File: config.mk
export PLATFORM = sky130hd
export DESIGN_NAME = rsa_pre
export DESIGN_NICKNAME = d
export VERILOG_FILES = /design/src/rtl/rsa_pre.sv
export SDC_FILE = /design/constraint.sdc
export NUM_CORES = 2
export LEC_CHECK = 0
export BUFFER_PORTS_ARGS = -buffer_cell sky130_fd_sc_hd__buf_2
export CAP_MARGIN = 20
export CORE_UTILIZATION = 45
export CTS_CLUSTER_DIAMETER = 80
export DETAILED_ROUTE_END_ITERATION = 8
export GPL_ROUTABILITY_DRIVEN = 0
export PLACE_DENSITY = 0.66
export SYNTH_ARGS = -nofsm -noshare
export SYNTH_HDL_FRONTEND = slang
export SYNTH_SLANG_ARGS = --single-unit
File: constraint.sdc
create_clock -name clk -period 12.3 [get_ports clk]
set_clock_uncertainty 0.15 [all_clocks]
set_input_delay 1.845 -clock clk [delete_from_list [all_inputs] [get_ports clk]]
set_output_delay 1.845 -clock clk [all_outputs]
set_load 0.1 [all_outputs]
File: src/rtl/rsa_pre.sv
// Montgomery pre-processing: converts Y to T = Y*2^256 mod N by 256 modular
// doublings, one per cycle, with the multiplier's start/finish handshake.
module rsa_pre (
  input  logic         clk,
  input  logic         rst,
  input  logic         start,
  input  logic [255:0] N_i,
  input  logic [255:0] Y_i,
  output logic [255:0] T_o,
  output logic         finish,
  output logic         busy
);

  localparam int DATA_W = 256;

  typedef enum logic {IDLE, RUN} state_t;

  state_t            state;
  logic [8:0]        cnt;
  logic [DATA_W-1:0] n_r;
  logic [DATA_W-1:0] t_r;
  logic [DATA_W-1:0] t_nxt;

  // The double keeps its carry bit so the compare against N is exact even
  // when T has its top bit set; the reduced result always fits back in 256 bits.
  function automatic logic [DATA_W-1:0] mod_dbl(input logic [DATA_W-1:0] t,
                                                input logic [DATA_W-1:0] n);
    logic [DATA_W:0] d;
    d = {t, 1'b0};
    if (d >= {1'b0, n})
      d = d - {1'b0, n};
    return d[DATA_W-1:0];
  endfunction

  assign t_nxt = mod_dbl(t_r, n_r);

  always_ff @(posedge clk) begin
    if (rst) begin
      state  <= IDLE;
      cnt    <= '0;
      busy   <= 1'b0;
      finish <= 1'b0;
      T_o    <= '0;
    end else begin
      finish <= 1'b0;
      case (state)
        IDLE: begin
          if (start) begin
            state <= RUN;
            cnt   <= '0;
            busy  <= 1'b1;
          end
        end
        RUN: begin
          cnt <= cnt + 9'd1;
          if (cnt == 9'd255) begin
            state  <= IDLE;
            busy   <= 1'b0;
            finish <= 1'b1;
            T_o    <= t_nxt;
          end
        end
      endcase
    end
  end

  // Operand registers: loaded on accept, iterated in RUN, left unreset.
  always_ff @(posedge clk) begin
    if (state == IDLE && start) begin
      n_r <= N_i;
      t_r <= Y_i;
    end else if (state == RUN) begin
      t_r <= t_nxt;
    end
  end

endmodule
==> impl_metrics.py <==
metrics = {
    "cells_and_area": {
        "fin_util_pct": 52.7,
        "final_cell_mix": "a21oi_1 (906), buf_2 (773), nor2_1 (745), nand2_1 (677), o21ai_0 (598)",
        "n_fill_cell": 10500,
        "final_cells": 8201,
        "areaGrowthSynthToFinish_pct": 15.4,
        "fin_nets": 7405,
        "drive_gt1_share_pct": 15.4,
        "final_common_cell": "a21oi_1",
    },
    "setup_path": {
        "reg2reg_setup_slack_ns": 5.16,
        "critPathArrivalTime_ns": 7.60,
        "worst-setup-path-type": "reg -> reg",
        "r2r_start": "n_r[1]",
        "end_kind": "flip-flop",
        "cp_max_fo": 58,
        "timing.rr.end": "T_o[203]",
        "reg2reg_depth": 15,
        "cp-start-kind": "flip-flop",
        "worstPathRequired_ns": 12.76,
    },
    "logic_synthesis": {
        "synth_nets": 6825,
        "ys_seq_area_share_pct": 41.5,
        "async_flop_share_pct": 0,
        "synth_ff_type": "edfxtp_1",
        "synth_seq_cells": 780,
        "synth_cell_types": 94,
        "syn_area_um2": 50000,
        "syn_inst": 6051,
        "synth-edff-count": 512,
        "yosys_warnings": 0,
        "syn_avg_cell_area_um2": 8.26,
    },
    "floorplan": {
        "coreArea_um2": 109000,
        "dieArea_um2": 112000,
        "num_rows": 121,
        "die_x_um": 335,
        "initial_core_util_pct": 45.7,
        "pin_count": 773,
        "die_height_um": 335,
    },
    "drt": {
        "wl_per_cell_um": 24.4,
        "drc": 0,
        "first_iter_violations": 5961,
        "drt-total-wl_um": 200000,
        "routed_via_density": 6.13,
        "antenna_left": 0,
        "num_vias": 50200,
        "drt_first_pass_iters": 7,
    },
    "sta": {
        "slew_violations": 0,
        "period_needed_ns": 7.14,
        "finalSetupTns_ns": 0,
        "fmax_mhz": 140,
        "worstMarginPinSlew_ns": 1.40,
        "setup_viol_count_final": 0,
        "slew-limit-headroom_pct": 6.92,
        "holdWs_ns": 0.296,
        "hold_viol_final": 0,
        "rsz0062_at_grt": "no",
        "fin_crit_sh_pct": 58.1,
    },
    "power_and_ir_drop": {
        "internal_power_mw": 8.07,
        "swShare_pct": 49.1,
        "seqPwrFrac_pct": 24.4,
        "p_per_area_nw_per_um2": 275,
        "ir_drop_uv": 174,
        "p_clk_share_pct": 16.9,
        "p_leak_nw": 24.0,
        "comb_power_share_pct": 58.7,
        "switchingPower_mw": 7.79,
    },
    "global_routing": {
        "grt_max_degree": 191,
        "track_usage_pct": 34.2,
        "antenna_found_initial": 35,
        "overflow": 0,
        "grt_pass1_wl_um": 291000,
        "grt_pass1_vias": 46900,
    },
    "clock_tree": {
        "h-tree-depth": 3,
        "cts_sinks": 780,
        "clk_path_buf_depth": 3,
        "root_buffer": "clkbuf_16",
        "cts_resized": 0,
        "clk_latency_ns": 0.71,
        "cts_hold_buf": 0,
        "cts_tree": "done",
        "postCtsSetupBuffers": 0,
        "path_clk_slew_ns": 0.06,
        "numCtsBuffers": 89,
    },
    "hold_path": {
        "whs_path_depth": 2,
        "worstHoldStart": "T_o[84]",
        "hold_end": "T_o[84]",
        "min_path_type": "reg -> reg",
    },
    "flow_run": {
        "drv_cap": 0,
    },
    "run_status": {
        "outcome": "finished clean",
    },
    "place": {
        "dp_hpwl_um": 156000,
        "port_buffers": 772,
        "dp.cells": 8016,
    },
}
==> logic make-up after synthesis <==
kind of cell,Yosys count,share of synthesized area [%]
simple gates,1933,17.0
xor+xnor,245,4.29
buf+inv,669,5.28
compound gates,2123,24.6
flops,780,41.5
fa+ha+maj,259,6.50
mux,42,0.861
==> per-stage QoR <==
stage                     setup slack, ns  area [µm²]  total power, mW
final                                5.16       57700             15.9
after global placement               5.60       54700             12.8
after detailed placement             5.35       54800             12.8
after floorplan                      1.88       50000             10.1
after global routing                 4.79       57700             16.7
after CTS                            5.34       57700             15.5
==> critical path, cell delays in order (launching register included) <==
cell and delay (ns):
edfxtp_1 0.38, inv_1 0.06, ha_1 0.29, nor2b_1 0.16, o211ai_1 0.15, a211oi_1 0.36, o21ai_0 0.24, a21oi_1 0.71
o211ai_1 0.52, a2111oi_0 0.85, or2_2 0.32, a31o_4 0.70, buf_4 0.78, nand2_1 0.58, buf_4 0.42, o21ai_0 0.21
==> layer usage <==
layer  vias to the layer above  global-route usage [%]  share of wire (%)
met4                        18                    14.0                4.5
met2                      3130                    52.8                 44
met3                       547                    9.93                 12
met5                         -                   0.478              0.091
met1                     23600                    44.6                 39
li1                      22900                       -                  -
==> power groups by stage <==
stage | clock (mW) | combinational (mW) | sequential, mW
6_report | 2.68 | 9.31 | 3.87
5_1_grt | 2.79 | 9.98 | 3.92
4_1_cts | 2.70 | 8.98 | 3.86
3_5_place_dp | 0 | 8.92 | 3.90
3_3_place_gp | 0 | 8.87 | 3.89
2_1_floorplan | 0 | 6.31 | 3.79
==> cell type report <==
type                    count  area, µm²  share of cell area, %
clock inverters            51        437                  0.757
well taps                1476       1850                   3.20
clock buffers             116       2450                   4.25
repair buffers            816       4220                   7.31
flip-flops and latches    780      20700                   35.9
multi-input cells        4602      26700                   46.2
inverters                 342       1290                   2.24
diodes                     18       45.0                 0.0781
==> cell usage after synthesis (135+ instances only) <==
| cell | instances | area (µm²) |
|---|---|---|
| a21oi_1 | 907 | 4540 |
| nor2_1 | 746 | 2800 |
| nand2_1 | 677 | 2540 |
| o21ai_0 | 598 | 2990 |
| edfxtp_1 | 512 | 15400 |
| inv_1 | 340 | 1280 |
| dfxtp_1 | 268 | 5370 |
| ha_1 | 258 | 3230 |
| clkbuf_1 | 221 | 830 |
| nand4_1 | 172 | 1080 |
| xnor2_1 | 144 | 1260 |
| a21o_1 | 135 | 1010 |
==> worst max path at each step <==
stage	start	endpoint	slack [ns]	cells after the start
2_1_floorplan	start	t_r[240]	1.88	5
3_3_place_gp	t_r[0]	T_o[225]	5.60	14
3_5_place_dp	t_r[0]	T_o[225]	5.35	14
4_1_cts	t_r[0]	T_o[165]	5.34	14
5_1_grt	t_r[0]	T_o[203]	4.79	14
6_report	n_r[1]	T_o[203]	5.16	15
==> registers in the layout (all words and copies together) (netlist names) <==
name and cells:
T_o 256, busy 1, cnt 9, finish 1
n_r 256, state 1, t_r 256
(Power assumes the default switching activity.)
